## config.mk

```make
export PLATFORM = sky130hd
export DESIGN_NAME = mioc_dram_seq_flat
export DESIGN_NICKNAME = d
export VERILOG_FILES = /design/src/rtl/mioc_dram_seq_pkg.sv /design/src/rtl/mioc_dram_seq_if.sv /design/src/rtl/mioc_dram_seq_cnt.sv /design/src/rtl/mioc_dram_seq.sv /design/src/flat_wrapper.sv
export SDC_FILE = /design/constraint.sdc
export NUM_CORES = 1
export LEC_CHECK = 0
export BUFFER_PORTS_ARGS = -buffer_cell sky130_fd_sc_hd__buf_2
export CAP_MARGIN = 20
export CORE_UTILIZATION = 47
export DETAILED_ROUTE_END_ITERATION = 12
export GPL_TIMING_DRIVEN = 0
export HOLD_SLACK_MARGIN = 0.06
export PLACE_DENSITY = 0.72
export REMOVE_ABC_BUFFERS = 1
export SLEW_MARGIN = 20
export SYNTH_ARGS = -nofsm -noshare
export SYNTH_HDL_FRONTEND = slang
export SYNTH_SLANG_ARGS = --single-unit
```

## constraint.sdc

```tcl
create_clock -name B_PHI -period 1.63 [get_ports B_PHI]
set_input_delay 0.326 -clock B_PHI [delete_from_list [all_inputs] [get_ports B_PHI]]
set_output_delay 0.326 -clock B_PHI [all_outputs]
set_load 0.05 [all_outputs]
```

## src/rtl/mioc_dram_seq_pkg.sv

```systemverilog
// mioc_pkg: shared types and constants for the MIOC DRAM strobe sequencer.
//   - dram_state_t : sequencer states (IDLE, ROW, COL, CAS, RFSH, PRE)
//   - CNT_W        : width of the shared TRCD/TRP hold counter
//   - RFCNT_W      : width of the completed-refresh debug counter
//   - TRCD_*/TRP_* : legal ranges for the timing parameters
//   - hold_preload : turns a cycle count into a down-counter preload value
package mioc_pkg;

    typedef enum logic [2:0] {
        IDLE,
        ROW,
        COL,
        CAS,
        RFSH,
        PRE
    } dram_state_t;

    localparam int CNT_W    = 3;
    localparam int RFCNT_W  = 8;

    localparam int TRCD_MIN = 1;
    localparam int TRCD_MAX = 3;
    localparam int TRP_MIN  = 1;
    localparam int TRP_MAX  = 7;

    // A state held for N cycles loads N-1 and leaves when the count is zero.
    // Out-of-range requests are clamped so the counter can never wrap.
    function automatic logic [CNT_W-1:0] hold_preload(input int cycles, input int lo, input int hi);
        int c;
        c = (cycles < lo) ? lo : ((cycles > hi) ? hi : cycles);
        return CNT_W'(c - 1);
    endfunction

endpackage

```

## src/rtl/mioc_dram_seq_if.sv

```systemverilog
// mioc_dram_seq_if: buffered CPU/DMA request bus and DRAM strobe outputs.
//   master modport : request side (drives BMREQ_N..BM1_N, observes strobes)
//   slave modport  : the sequencer (observes requests, drives strobes)
//   Inputs : BMREQ_N, BRFSH_N, BRD_N, N_BWR, RAMSEL_N, BA15, BA7, BA14, BM1_N
//   Outputs: RAS_N, MUX, CAS1_N, CAS2_N, RA7, RFCNT[7:0]
//            WSREQ_N only when MIOC_DRAM_WAIT_EN is defined
interface mioc_dram_seq_if;
    import mioc_pkg::*;

    logic               BMREQ_N;
    logic               BRFSH_N;
    logic               BRD_N;
    logic               N_BWR;
    logic               RAMSEL_N;
    logic               BA15;
    logic               BA7;
    logic               BA14;
    logic               BM1_N;

    logic               RAS_N;
    logic               MUX;
    logic               CAS1_N;
    logic               CAS2_N;
    logic               RA7;
    logic [RFCNT_W-1:0] RFCNT;

`ifdef MIOC_DRAM_WAIT_EN
    logic               WSREQ_N;

    modport master (
        output BMREQ_N, BRFSH_N, BRD_N, N_BWR, RAMSEL_N, BA15, BA7, BA14, BM1_N,
        input  RAS_N, MUX, CAS1_N, CAS2_N, RA7, RFCNT, WSREQ_N
    );
    modport slave (
        input  BMREQ_N, BRFSH_N, BRD_N, N_BWR, RAMSEL_N, BA15, BA7, BA14, BM1_N,
        output RAS_N, MUX, CAS1_N, CAS2_N, RA7, RFCNT, WSREQ_N
    );
`else
    modport master (
        output BMREQ_N, BRFSH_N, BRD_N, N_BWR, RAMSEL_N, BA15, BA7, BA14, BM1_N,
        input  RAS_N, MUX, CAS1_N, CAS2_N, RA7, RFCNT
    );
    modport slave (
        input  BMREQ_N, BRFSH_N, BRD_N, N_BWR, RAMSEL_N, BA15, BA7, BA14, BM1_N,
        output RAS_N, MUX, CAS1_N, CAS2_N, RA7, RFCNT
    );
`endif

endinterface

```

## src/rtl/mioc_dram_seq_cnt.sv

```systemverilog
// mioc_dram_cnt: 3-bit loadable down-counter with zero flag. Shared by the
// row-to-column hold and the precharge hold, which never overlap.
//   clk, rst_n : clock, asynchronous active-low reset
//   load       : load load_val this edge (otherwise count down, stopping at 0)
//   load_val   : preload value
//   count      : current value
//   zero       : count == 0
module mioc_dram_cnt import mioc_pkg::*; (
    input  logic             clk,
    input  logic             rst_n,
    input  logic             load,
    input  logic [CNT_W-1:0] load_val,
    output logic [CNT_W-1:0] count,
    output logic             zero
);

    // Saturating at zero lets the sequencer treat "zero" as "hold finished"
    // without a separate enable.
    always_ff @(posedge clk or negedge rst_n) begin
        if (!rst_n) begin
            count <= '0;
        end else if (load) begin
            count <= load_val;
        end else if (count != '0) begin
            count <= count - CNT_W'(1);
        end
    end

    assign zero = (count == '0);

endmodule

```

## src/rtl/mioc_dram_seq.sv

```systemverilog
// mioc_dram_seq: DRAM strobe sequencer for the MIOC. Turns buffered Z80/DMA
// memory requests into RAS/MUX/CAS timing for two 32 KB banks, drives the
// multiplexed RA7 line and performs RAS-only refresh in Z80 refresh cycles.
//   B_PHI : Z80 clock, rising-edge
//   RST_N : asynchronous active-low reset
//   bus   : mioc_dram_seq_if.slave (request inputs, strobe/debug outputs)
// Parameters: TRCD (1-3) RAS-to-MUX cycles, TRP (1-7) precharge cycles.
// Optional: MIOC_DRAM_WAIT_EN adds WSREQ_N and one extra COL cycle for
// opcode fetches (BM1_N low at row start).
module mioc_dram_seq import mioc_pkg::*; #(
    parameter int TRCD = 1,
    parameter int TRP  = 2
) (
    input  logic               B_PHI,
    input  logic               RST_N,
    mioc_dram_seq_if.slave     bus
);

    localparam logic [CNT_W-1:0] TRCD_LOAD = hold_preload(TRCD, TRCD_MIN, TRCD_MAX);
    localparam logic [CNT_W-1:0] TRP_LOAD  = hold_preload(TRP, TRP_MIN, TRP_MAX);

    dram_state_t        state, state_nxt;
    logic               bank, bank_nxt;
    logic               ras_n_q, mux_q, cas1_n_q, cas2_n_q, ra7_q;
    logic               ras_n_nxt, mux_nxt, cas1_n_nxt, cas2_n_nxt, ra7_nxt;
    logic [RFCNT_W-1:0] rfcnt_q;
    logic               rfcnt_inc;
    logic               cnt_load, cnt_zero;
    logic [CNT_W-1:0]   cnt_load_val, cnt_val;
    logic               req, rw;
`ifdef MIOC_DRAM_WAIT_EN
    logic               m1, m1_nxt;
    logic               first_col, first_col_nxt;
    logic               wsreq_n_q, wsreq_n_nxt;
`endif

    assign req = !bus.BMREQ_N;
    assign rw  = !bus.BRD_N || !bus.N_BWR;

    mioc_dram_cnt u_cnt (
        .clk      (B_PHI),
        .rst_n    (RST_N),
        .load     (cnt_load),
        .load_val (cnt_load_val),
        .count    (cnt_val),
        .zero     (cnt_zero)
    );

    // Next state and next output values. Outputs are registered from the
    // state being left, so every strobe lags its state by one edge; a
    // released request overrides this so strobes drop on the release edge.
    always_comb begin
        state_nxt    = state;
        bank_nxt     = bank;
        ras_n_nxt    = 1'b1;
        mux_nxt      = 1'b0;
        cas1_n_nxt   = 1'b1;
        cas2_n_nxt   = 1'b1;
        ra7_nxt      = 1'b0;
        rfcnt_inc    = 1'b0;
        cnt_load     = 1'b0;
        cnt_load_val = TRP_LOAD;
`ifdef MIOC_DRAM_WAIT_EN
        m1_nxt        = m1;
        first_col_nxt = 1'b0;
        wsreq_n_nxt   = 1'b1;
`endif
        unique case (state)
            IDLE: begin
                if (req && cnt_zero && !bus.BRFSH_N) begin
                    state_nxt = RFSH;
                end else if (req && cnt_zero && !bus.RAMSEL_N) begin
                    state_nxt    = ROW;
                    bank_nxt     = bus.BA15;
                    cnt_load     = 1'b1;
                    cnt_load_val = TRCD_LOAD;
`ifdef MIOC_DRAM_WAIT_EN
                    m1_nxt       = !bus.BM1_N;
`endif
                end
            end
            ROW: begin
                if (!req) begin
                    state_nxt = PRE;
                    cnt_load  = 1'b1;
                end else begin
                    ras_n_nxt = 1'b0;
                    ra7_nxt   = bus.BA7;
                    if (cnt_zero) begin
                        state_nxt = COL;
`ifdef MIOC_DRAM_WAIT_EN
                        first_col_nxt = 1'b1;
`endif
                    end
                end
            end
            COL: begin
                if (!req) begin
                    state_nxt = PRE;
                    cnt_load  = 1'b1;
                end else begin
                    ras_n_nxt = 1'b0;
                    mux_nxt   = 1'b1;
                    ra7_nxt   = bus.BA14;
`ifdef MIOC_DRAM_WAIT_EN
                    // Opcode fetches spend their first COL cycle waiting.
                    if (first_col && m1) begin
                        wsreq_n_nxt = 1'b0;
                    end else if (rw) begin
                        state_nxt = CAS;
                    end
`else
                    if (rw) begin
                        state_nxt = CAS;
                    end
`endif
                end
            end
            CAS: begin
                if (!req) begin
                    state_nxt = PRE;
                    cnt_load  = 1'b1;
                end else begin
                    ras_n_nxt  = 1'b0;
                    mux_nxt    = 1'b1;
                    ra7_nxt    = bus.BA14;
                    cas1_n_nxt = bank;
                    cas2_n_nxt = !bank;
                end
            end
            RFSH: begin
                if (!req) begin
                    state_nxt = PRE;
                    cnt_load  = 1'b1;
                    rfcnt_inc = 1'b1;
                end else begin
                    ras_n_nxt = 1'b0;
                    ra7_nxt   = bus.BA7;
                end
            end
            PRE: begin
                if (cnt_zero) begin
                    state_nxt = IDLE;
                end
            end
            default: state_nxt = IDLE;
        endcase
    end

    // State, bank latch and registered outputs.
    always_ff @(posedge B_PHI or negedge RST_N) begin
        if (!RST_N) begin
            state    <= IDLE;
            bank     <= 1'b0;
            ras_n_q  <= 1'b1;
            mux_q    <= 1'b0;
            cas1_n_q <= 1'b1;
            cas2_n_q <= 1'b1;
            ra7_q    <= 1'b0;
            rfcnt_q  <= '0;
        end else begin
            state    <= state_nxt;
            bank     <= bank_nxt;
            ras_n_q  <= ras_n_nxt;
            mux_q    <= mux_nxt;
            cas1_n_q <= cas1_n_nxt;
            cas2_n_q <= cas2_n_nxt;
            ra7_q    <= ra7_nxt;
            if (rfcnt_inc) begin
                rfcnt_q <= rfcnt_q + RFCNT_W'(1);
            end
        end
    end

`ifdef MIOC_DRAM_WAIT_EN
    // Wait-state bookkeeping for opcode fetches.
    always_ff @(posedge B_PHI or negedge RST_N) begin
        if (!RST_N) begin
            m1        <= 1'b0;
            first_col <= 1'b0;
            wsreq_n_q <= 1'b1;
        end else begin
            m1        <= m1_nxt;
            first_col <= first_col_nxt;
            wsreq_n_q <= wsreq_n_nxt;
        end
    end

    assign bus.WSREQ_N = wsreq_n_q;
`endif

    assign bus.RAS_N  = ras_n_q;
    assign bus.MUX    = mux_q;
    assign bus.CAS1_N = cas1_n_q;
    assign bus.CAS2_N = cas2_n_q;
    assign bus.RA7    = ra7_q;
    assign bus.RFCNT  = rfcnt_q;

endmodule

```

## src/flat_wrapper.sv

```systemverilog
// flat-port wrapper written by rule: the top's interface ports become plain ports
module mioc_dram_seq_flat import mioc_pkg::*;
#(
    parameter int TRCD = 1,
    parameter int TRP  = 2
)
  (B_PHI, RST_N, bus_BMREQ_N, bus_BRFSH_N, bus_BRD_N, bus_N_BWR, bus_RAMSEL_N, bus_BA15, bus_BA7, bus_BA14, bus_BM1_N, bus_RAS_N, bus_MUX, bus_CAS1_N, bus_CAS2_N, bus_RA7, bus_RFCNT);
  mioc_dram_seq_if bus_i ();
  input  logic B_PHI;
  input  logic RST_N;
  input wire logic [$bits(bus_i.BMREQ_N)-1:0] bus_BMREQ_N;
  input wire logic [$bits(bus_i.BRFSH_N)-1:0] bus_BRFSH_N;
  input wire logic [$bits(bus_i.BRD_N)-1:0] bus_BRD_N;
  input wire logic [$bits(bus_i.N_BWR)-1:0] bus_N_BWR;
  input wire logic [$bits(bus_i.RAMSEL_N)-1:0] bus_RAMSEL_N;
  input wire logic [$bits(bus_i.BA15)-1:0] bus_BA15;
  input wire logic [$bits(bus_i.BA7)-1:0] bus_BA7;
  input wire logic [$bits(bus_i.BA14)-1:0] bus_BA14;
  input wire logic [$bits(bus_i.BM1_N)-1:0] bus_BM1_N;
  output wire logic [$bits(bus_i.RAS_N)-1:0] bus_RAS_N;
  output wire logic [$bits(bus_i.MUX)-1:0] bus_MUX;
  output wire logic [$bits(bus_i.CAS1_N)-1:0] bus_CAS1_N;
  output wire logic [$bits(bus_i.CAS2_N)-1:0] bus_CAS2_N;
  output wire logic [$bits(bus_i.RA7)-1:0] bus_RA7;
  output wire logic [$bits(bus_i.RFCNT)-1:0] bus_RFCNT;
  assign bus_i.BMREQ_N = bus_BMREQ_N;
  assign bus_i.BRFSH_N = bus_BRFSH_N;
  assign bus_i.BRD_N = bus_BRD_N;
  assign bus_i.N_BWR = bus_N_BWR;
  assign bus_i.RAMSEL_N = bus_RAMSEL_N;
  assign bus_i.BA15 = bus_BA15;
  assign bus_i.BA7 = bus_BA7;
  assign bus_i.BA14 = bus_BA14;
  assign bus_i.BM1_N = bus_BM1_N;
  assign bus_RAS_N = bus_i.RAS_N;
  assign bus_MUX = bus_i.MUX;
  assign bus_CAS1_N = bus_i.CAS1_N;
  assign bus_CAS2_N = bus_i.CAS2_N;
  assign bus_RA7 = bus_i.RA7;
  assign bus_RFCNT = bus_i.RFCNT;
  mioc_dram_seq #(.TRCD(TRCD), .TRP(TRP)) u_core (.B_PHI(B_PHI), .RST_N(RST_N), .bus(bus_i));
endmodule
```

==> impl_metrics.json, run 1 <==
{
  "initial_utilization": 0.514,
  "powerDensity_mw_per_mm2": 1680,
  "rsz0062_at_grt": "true",
  "grt_max_degree": 21,
  "hold_depth": 3,
  "power_leakage_nw": 0.609,
  "run_status": "completed",
  "hpwl_mm": 1.22,
  "grt_first_pass_wirelength_mm": 3.50,
  "hold_viol": 0,
  "avgSynthCellArea_sq_um": 11.1,
  "routed_wl_mm": 1.94,
  "numCtsBuffers": 3,
  "hp-start": "bus_BA7",
  "critical-path-max-stage-delay_ns": 0.41,
  "synth_seq_cells": 20,
  "drtIter0Drc": 14,
  "vias": 791,
  "fin_nets": 138,
  "layout_commonest_cell": "buf_2",
  "yosys_warnings": 0,
  "setup_slack_ns": 0.0259,
  "hp-class": "input port to flop",
  "tritoncts": "built",
  "critical-path-slowest-cell": "dfrtp_1",
  "grt_pass1_vias": 742,
  "async_reset_ff_frac": 1.00,
  "clockBufferDepth": 2,
  "rr_endpoint": "u_core.state[0]",
  "timing.slew.headroom": 0.716,
  "path_max_fanout": 3,
  "placementRows": 16,
  "min_period_ns": 1.60,
  "cap_violations": 0,
  "worst_ep_arrival_time_ns": 1.85,
  "post_drt_wl_per_cell_microns": 12.9,
  "crit_path_cell_trace": "inv_2 -> ha_4 -> ha_4 -> nand2b_2 -> a211o_1 -> a31oi_4 -> o221a_2",
  "clk_pin_slew_ns": 0.11,
  "io_pins": 24,
  "syn_area_sq_mm": 0.00104,
  "worstSetupPathType": "flop to flop",
  "cp-end-kind": "flop",
  "synth_ff_type": "dfrtp_1",
  "area_delta_synth_final_pct": 24.3,
  "die_w_microns": 49.0,
  "synth.top_cell.area_share": 0.409,
  "crit_top_cell": "ha_4",
  "fillers": 161,
  "ir_drop_mv": 1.01,
  "hold_ws_ns": 0.276,
  "rr_worst_depth": 7,
  "r2r_start": "u_core.u_cnt.count[1]",
  "synth.distinct_cells": 39,
  "drc": 0,
  "antenna_found_initial": 0,
  "whs_endpoint": "u_core.bus.RA7",
  "io_buffers": 22,
  "dp_cells": 139,
  "fmax_mhz": 623,
  "clkSinkCount": 20,
  "root_buffer": "clkbuf_4",
  "netlist_top_cells_area": "dfrtp_1, dfstp_2, xnor2_1",
  "slew_viol_final": 0,
  "viasPerCell": 5.27,
  "synthCells": 94,
  "skew_ns": 0.00157,
  "clk_latency_ns": 0.30,
  "detail-route-antenna-nets": 0,
  "final.period_utilization": 0.984,
  "place_worst_setup_slack_ns": -0.213,
  "yosys.area.top_type": "dfrtp_1",
  "required_ns": 1.88,
  "die_h_microns": 49.0,
  "dieArea_sq_mm": 0.00240,
  "layout_common_cells": "buf_2, dfrtp_1, xnor2_1",
  "h-tree-depth": 1,
  "synth-seq-area-share": 0.485,
  "finalSetupTns_ns": 0,
  "cp-start-kind": "flop",
  "core_sq_mm": 0.00202,
  "setup_viol": 0,
  "place.gp.congestion": 0.734,
  "antenna_cells": 0,
  "synth-edff-count": 0,
  "grt_overflow": 0,
  "final_cells": 150,
  "dr.pass1.iters": 4,
  "r2r_setup_slack_ns": 0.03,
  "tightestPinTransition_ns": 0.426,
  "grt.total_usage": 0.197,
  "drive_gt1_frac": 0.415
}
==> registers in the layout, summed over array words and instances, names as in the netlist <==
| signal | flops |
|---|---|
| u_core.bus.RFCNT | 8 |
| u_core.state | 3 |
| u_core.u_cnt.count | 3 |
| u_core.bus.RA7 | 1 |
| u_core.bus.CAS2_N | 1 |
| u_core.bus.RAS_N | 1 |
| u_core.bus.CAS1_N | 1 |
| u_core.bus.MUX | 1 |
| u_core.bank | 1 |
==> where the power goes <==
part           internal, mW  switching [mW]
Sequential            0.636           0.162
Combinational         0.484           0.601
Clock                 0.136           0.153
Total                  1.26           0.916
==> synthesized netlist by cell type (2+ instances only) <==
cell and instances:
a21oi_1 4, dfrtp_1 17, xnor2_1 7, nand4_1 4
buf_2 2, mux2_2 2, a22oi_1 2, nand2b_1 2
ha_1 3, nand2_1 6, nand3_1 3, dfstp_2 3
nor2_1 6, inv_1 6, xor2_1 3
==> critical path: cells and delay by family (launching register included) <==
family	cells	cell delay [ns]
compound gates	3	0.68
flops	1	0.41
buf+inv	1	0.08
simple gates	1	0.07
fa+ha+maj	2	0.30
==> per-layer routing <==
| metal | GRT usage | vias to the layer above | share of wire |
|---|---|---|---|
| li1 | - | 390 | - |
| met1 | 0.268 | 372 | 0.48 |
| met2 | 0.296 | 25 | 0.46 |
| met3 | 0.0280 | 4 | 0.034 |
| met4 | 0.118 | 0 | 0.026 |
| met5 | 0 | - | 0 |
==> how the worst max path moves through the flow <==
stage                     startpoint         endpoint  slack, ns  cells past startpoint
2_1_floorplan  u_core.u_cnt.count[0]  u_core.state[0]      -0.07                      7
3_3_place_gp   u_core.u_cnt.count[0]  u_core.state[0]      -0.22                      7
3_5_place_dp   u_core.u_cnt.count[0]  u_core.state[0]      -0.21                      7
4_1_cts        u_core.u_cnt.count[0]      u_core.bank       0.03                      7
5_1_grt        u_core.u_cnt.count[1]  u_core.state[0]      -0.03                      7
6_report       u_core.u_cnt.count[1]  u_core.state[0]       0.03                      7
==> cell type report <==
class                           count  area, sq um  area share
Multi-Input combinational cell     64          526       0.407
Clock buffer                        4         36.3      0.0281
Tap cell                           27         33.8      0.0261
Timing Repair Buffer               29          169       0.131
Inverter                            6         22.5      0.0174
Sequential cell                    20          505       0.391
==> kinds of logic (layout without fill, tap and decap cells) <==
kind of cell | after synthesis | after routing | share of synthesized area
compound gates | 18 | 18 | 0.135
flops | 20 | 20 | 0.485
mux | 2 | 2 | 0.0217
xor+xnor | 10 | 10 | 0.0842
buf+inv | 10 | 39 | 0.0493
fa+ha+maj | 4 | 4 | 0.0457
simple gates | 30 | 30 | 0.179
==> per-stage QoR <==
step | util | power (mW) | area (sq um)
after floorplan | - | 1.47 | 1010
after global placement | 0.571 | 1.64 | 1150
after detailed placement | 0.571 | 1.66 | 1150
after CTS | 0.621 | 2.07 | 1250
after global routing | 0.639 | 2.35 | 1290
final | 0.639 | 2.17 | 1290
==> what timing repair did <==
action | CTS | global route
pin swaps | 4 | 5
resized for setup | 4 | 8
hold buffers | 1 | 0
buffers inserted | 4 | 2
endpoints found under the hold margin | 17 | 0
endpoints found under the setup margin | 6 | 9
No activity file was read; power rests on OpenSTA's default activity.
==> run 2: changes to the inputs <==
--- a/config.mk
+++ b/config.mk
@@ -7,11 +7,11 @@
 export LEC_CHECK = 0
 export BUFFER_PORTS_ARGS = -buffer_cell sky130_fd_sc_hd__buf_2
 export CAP_MARGIN = 20
-export CORE_UTILIZATION = 47
+export CORE_UTILIZATION = 40
 export DETAILED_ROUTE_END_ITERATION = 12
 export GPL_TIMING_DRIVEN = 0
 export HOLD_SLACK_MARGIN = 0.06
-export PLACE_DENSITY = 0.72
+export PLACE_DENSITY = 0.63
 export REMOVE_ABC_BUFFERS = 1
 export SLEW_MARGIN = 20
 export SYNTH_ARGS = -nofsm -noshare
==> impl_metrics.json, run 2 (synthesis results as in run 1) <==
{
  "rsz0062_at_grt": "true",
  "dr.pass1.iters": 4,
  "p_total_mw": 2.14,
  "ir_drop_mv": 1.05,
  "hp-class": "input port to flop",
  "drive_gt1_frac": 0.390,
  "area_delta_synth_final_pct": 23.6,
  "numCtsBuffers": 3,
  "fin_area_sq_mm": 0.00128,
  "core_sq_mm": 0.00248,
  "fmax_mhz": 619,
  "final.period_utilization": 0.991,
  "io_pins": 24,
  "clkSinkCount": 20,
  "viasPerCell": 5.07,
  "clockBufferDepth": 2,
  "place.gp.congestion": 0.845,
  "hold_viol": 0,
  "grt.total_usage": 0.149,
  "antenna_cells": 0,
  "largest_reg_flops": 8,
  "clk_pin_slew_ns": 0.11,
  "cp-start-kind": "flop",
  "path_max_fanout": 3,
  "cp-end-kind": "flop",
  "dieArea_sq_mm": 0.00281,
  "power_leakage_nw": 0.613,
  "worst_ep_arrival_time_ns": 1.81,
  "hpwl_mm": 1.27,
  "timing.slew.headroom": 0.699,
  "fillers": 225,
  "layout_commonest_cell": "buf_2",
  "layout_common_cells": "buf_2, dfrtp_1, xnor2_1",
  "tightestPinTransition_ns": 0.452,
  "die_h_microns": 53.0,
  "clk_latency_ns": 0.30,
  "routed_wl_mm": 1.90,
  "drtIter0Drc": 13,
  "vias": 776,
  "powerDensity_mw_per_mm2": 1670,
  "root_buffer": "clkbuf_4",
  "detail-route-antenna-nets": 0,
  "required_ns": 1.82,
  "skew_ns": 0.00443,
  "drc": 0,
  "antenna_found_initial": 0,
  "min_period_ns": 1.62,
  "slew_viol_final": 0,
  "worstSetupPathType": "flop to flop",
  "hold_ws_ns": 0.256,
  "place_area_sq_mm": 0.00116,
  "cap_violations": 0,
  "run_status": "completed",
  "grt_max_degree": 21,
  "post_drt_wl_per_cell_microns": 12.4,
  "io_buffers": 22,
  "setup_viol": 0,
  "die_w_microns": 53.0,
  "h-tree-depth": 1,
  "fin_util": 0.519,
  "placementRows": 18,
  "finalSetupTns_ns": 0,
  "fin_nets": 138,
  "grt_overflow": 0,
  "grt_first_pass_wirelength_mm": 2.96,
  "initial_utilization": 0.420,
  "grt_pass1_vias": 681,
  "tritoncts": "built"
}
-- run 2: stage by stage --
stage / cells / setup WS (ns)
after floorplan: 90 / -0.0682
after global placement: 142 / -0.239
after detailed placement: 142 / -0.236
after CTS: 150 / 0.0143
after global routing: 153 / -0.0451
final: 153 / 0.0148
-- run 2: critical path: stages (launching register included) --
cell	delay (ns)
dfrtp_1	0.40
inv_1	0.06
ha_2	0.18
ha_4	0.17
buf_6	0.10
nor2b_1	0.11
nand4_1	0.16
mux2_2	0.31
-- run 2: layer usage --
metal	share of wire	vias to the layer above	global-route usage	routed length, microns
li1	-	391	-	-
met1	0.47	367	0.188	885
met2	0.48	16	0.228	916
met3	0.042	2	0.0517	79
met4	0.0079	0	0.0658	15
met5	0	-	0	0
-- run 2: timing repair --
item	4_1_cts	5_1_grt
hold buffers	1	0
pin swaps	3	8
hold endpoints to repair	17	0
resized for setup	4	4
setup endpoints to repair	7	8
buffers inserted	3	3
-- run 2: final timing paths --
check                                       from             endpoint  slack [ns]  cells after the start
hold reg to reg                      u_core.bank    u_core.bus.CAS2_N        0.45                      1
setup reg to reg           u_core.u_cnt.count[0]          u_core.bank        0.01                      7
max in group asynchronous                  RST_N    u_core.bus.CAS1_N        0.80                      2
setup / recovery           u_core.u_cnt.count[0]          u_core.bank        0.01                      7
min in group asynchronous                  RST_N  u_core.bus.RFCNT[3]        0.49                      2
hold / removal                          bus_BA15          u_core.bank        0.26                      2
-- run 2: final cells by class --
class / instances / area, sq um / area share
multi-input cells: 64 / 515 / 0.401
flip-flops and latches: 20 / 504 / 0.392
repair buffers: 29 / 169 / 0.131
well taps: 30 / 37.5 / 0.0292
clock buffers: 4 / 36.3 / 0.0282
inverters: 6 / 22.5 / 0.0175
-- run 2: report_power, final --
part           switching, mW  internal, mW  leakage, nW
Sequential             0.157         0.633        0.251
Clock                  0.144         0.136       0.0210
Combinational          0.593         0.480        0.341
==> run 3: changes to the inputs <==
--- a/config.mk
+++ b/config.mk
@@ -5,13 +5,14 @@
 export SDC_FILE = /design/constraint.sdc
 export NUM_CORES = 1
 export LEC_CHECK = 0
+export ABC_AREA = 1
 export BUFFER_PORTS_ARGS = -buffer_cell sky130_fd_sc_hd__buf_2
 export CAP_MARGIN = 20
 export CORE_UTILIZATION = 40
 export DETAILED_ROUTE_END_ITERATION = 12
 export GPL_TIMING_DRIVEN = 0
 export HOLD_SLACK_MARGIN = 0.06
-export PLACE_DENSITY = 0.63
+export PLACE_DENSITY = 0.62
 export REMOVE_ABC_BUFFERS = 1
 export SLEW_MARGIN = 20
 export SYNTH_ARGS = -nofsm -noshare
==> impl_metrics.json, run 3 <==
{
  "grt.total_usage": 0.170,
  "initial_utilization": 0.432,
  "core_sq_mm": 0.00252,
  "fin_area_sq_mm": 0.00130,
  "async_reset_ff_frac": 1.00,
  "area_delta_synth_final_pct": 19.2,
  "tightestPinTransition_ns": 0.448,
  "drtIter0Drc": 11,
  "cpLargestDelayFamily": "simple AND/OR/NAND/NOR gates",
  "fmax_mhz": 664,
  "power_leakage_nw": 0.713,
  "cap_violations": 0,
  "io_pins": 24,
  "drive_gt1_frac": 0.280,
  "synth-edff-count": 0,
  "worst_ep_arrival_time_ns": 1.71,
  "place_area_sq_mm": 0.00122,
  "rr_worst_depth": 8,
  "worst-path-stages": 8,
  "antenna_found_initial": 0,
  "largest_reg_flops": 8,
  "power_frac_seq": 0.345,
  "cp-end-kind": "flop",
  "synth_seq_cells": 20,
  "dr.pass1.iters": 4,
  "powerDensity_mw_per_mm2": 1770,
  "p_sw_mw": 1.13,
  "yosys_warnings": 0,
  "synthTopCellsByCount": "nand2_1, dfrtp_1, nand3_1",
  "clk_latency_ns": 0.31,
  "place.gp.congestion": 0.814,
  "critical-path-max-stage-delay_ns": 0.37,
  "p_int_mw": 1.17,
  "run_status": "completed",
  "path_max_fanout": 8,
  "ir_drop_mv": 0.947,
  "h-tree-depth": 1,
  "hpwl_mm": 1.61,
  "r2r_start": "u_core.u_cnt.count[0]",
  "layout_commonest_cell": "nand2_1",
  "yosys.area.top_type": "dfrtp_1",
  "rsz0062_at_grt": "false",
  "timing.critical_path.buf_inv": 1,
  "avgSynthCellArea_sq_um": 8.07,
  "p_clk_frac": 0.110,
  "netlist_top_cells_area": "dfrtp_1, nand2_1, nand3_1",
  "numCtsBuffers": 3,
  "io_buffers": 22,
  "clk_pin_slew_ns": 0.11,
  "cp-start-kind": "flop",
  "timing.slew.headroom": 0.701,
  "drc": 0,
  "slew_viol_final": 0,
  "clockBufferDepth": 2,
  "min_period_ns": 1.51,
  "synth.distinct_cells": 25,
  "layout_common_cells": "nand2_1, buf_2, dfrtp_1",
  "fin_nets": 176,
  "finalSetupTns_ns": 0,
  "root_buffer": "clkbuf_4",
  "fin_util": 0.515,
  "worstSetupPathType": "flop to flop",
  "power_frac_comb": 0.545,
  "syn_area_sq_mm": 0.00109,
  "required_ns": 1.83,
  "routed_wl_mm": 2.15,
  "tritoncts": "built",
  "fillers": 238,
  "post_drt_wl_per_cell_microns": 11.2,
  "synth-seq-area-share": 0.463,
  "rr_endpoint": "u_core.u_cnt.count[2]",
  "grt_first_pass_wirelength_mm": 3.51,
  "grt_overflow": 0,
  "grt_pass1_vias": 850,
  "crit_top_cell": "nand2_1",
  "cp-endpoint": "u_core.u_cnt.count[2]",
  "yosysMostFrequentCell": "nand2_1",
  "final.period_utilization": 0.925,
  "die_w_microns": 54.2,
  "crit_path_cell_trace": "inv_1 -> ha_2 -> ha_4 -> nand3b_1 -> nand2_1 -> or2_1 -> nand2_1 -> nor2_1",
  "dieArea_sq_mm": 0.00294,
  "hold_viol": 0,
  "vias": 967,
  "placementRows": 18,
  "synthCells": 135,
  "switching_share": 0.490,
  "grt_max_degree": 21,
  "synth.top_cell.area_share": 0.390,
  "viasPerCell": 5.06,
  "startpoint": "u_core.u_cnt.count[0]",
  "skew_ns": 0.00889,
  "hp-class": "input port to flop",
  "detail-route-antenna-nets": 0,
  "clkSinkCount": 20,
  "r2r_setup_slack_ns": 0.12,
  "antenna_cells": 0,
  "setup_viol": 0,
  "p_total_mw": 2.30,
  "die_h_microns": 54.2,
  "synth_ff_type": "dfrtp_1",
  "critical-path-slowest-cell": "dfrtp_1"
}
==> run 3: changes by cell type in the layout (fill, tap and decap cells not counted), sizes merged, moves of 5 or more <==
cell,before,now
buf,28,23
inv,6,16
nand2,6,33
nand3,3,17
nor2,7,22
xnor2,7,2
==> run 3: area by class of cell <==
| type | count | area (sq um) | share of cell area |
|---|---|---|---|
| Clock buffer | 4 | 26.3 | 0.0202 |
| Inverter | 17 | 63.8 | 0.0491 |
| Multi-Input combinational cell | 96 | 539 | 0.415 |
| Sequential cell | 20 | 504 | 0.388 |
| Tap cell | 30 | 37.5 | 0.0289 |
| Timing Repair Buffer | 24 | 128 | 0.0983 |
==> run 3: what timing repair did <==
| action | 4_1_cts | 5_1_grt |
|---|---|---|
| hold endpoints to repair | 17 | 0 |
| buffers inserted | 0 | 1 |
| resized for setup | 1 | 5 |
| endpoints found under the setup margin | 5 | 5 |
| hold buffers | 1 | 0 |
==> run 3: how the worst min path moves through the flow <==
stage | from | to | slack, ns | depth (start not counted)
after CTS | bus_BA15 | u_core.bank | 0.22 | 3
after global routing | bus_BA14 | u_core.bus.RA7 | 0.25 | 3
after detailed placement | RST_N | u_core.u_cnt.count[0] | 0.30 | 1
final | bus_BA15 | u_core.bank | 0.23 | 3
after floorplan | RST_N | u_core.bank | 0.03 | 0
after global placement | RST_N | u_core.bank | 0.29 | 1
==> run 3: per-stage QoR <==
stage          std cells  setup slack [ns]  hold slack (ns)
3_3_place_gp         185            0.0138            0.292
6_report             191             0.123            0.228
2_1_floorplan        133             0.152           0.0304
3_5_place_dp         185            0.0117            0.299
5_1_grt              191           0.00800            0.249
4_1_cts              190            0.0597            0.224
==> run 3: power groups by stage <==
stage / clock, mW / sequential (mW) / combinational (mW)
global route: 0.274 / 0.813 / 1.42
CTS: 0.257 / 0.792 / 1.16
finish: 0.252 / 0.792 / 1.25
global placement: 0 / 0.797 / 1.14
floorplan: 0 / 1.02 / 0.674
detailed placement: 0 / 0.801 / 1.15
==> run 3: worst reg2reg max path, stage by stage (launching register included) <==
cell      delay, ns
dfrtp_1        0.37
inv_1          0.05
ha_2           0.19
ha_4           0.19
nand3b_1       0.14
nand2_1        0.11
or2_1          0.21
nand2_1        0.09
nor2_1         0.05
==> run 3: per-layer routing <==
| metal | up-vias | part of all wire | track usage |
|---|---|---|---|
| met1 | 454 | 0.49 | 0.221 |
| met2 | 24 | 0.44 | 0.262 |
| met3 | 5 | 0.047 | 0.0367 |
| met4 | 0 | 0.021 | 0.0897 |
| li1 | 484 | - | - |
| met5 | - | 0 | 0 |
==> run 3: kinds of logic after synthesis <==
group | after synthesis | synth area share
buf+inv | 19 | 0.0700
simple gates | 76 | 0.325
fa+ha+maj | 3 | 0.0344
compound gates | 11 | 0.0597
xor+xnor | 6 | 0.0482
flops | 20 | 0.463
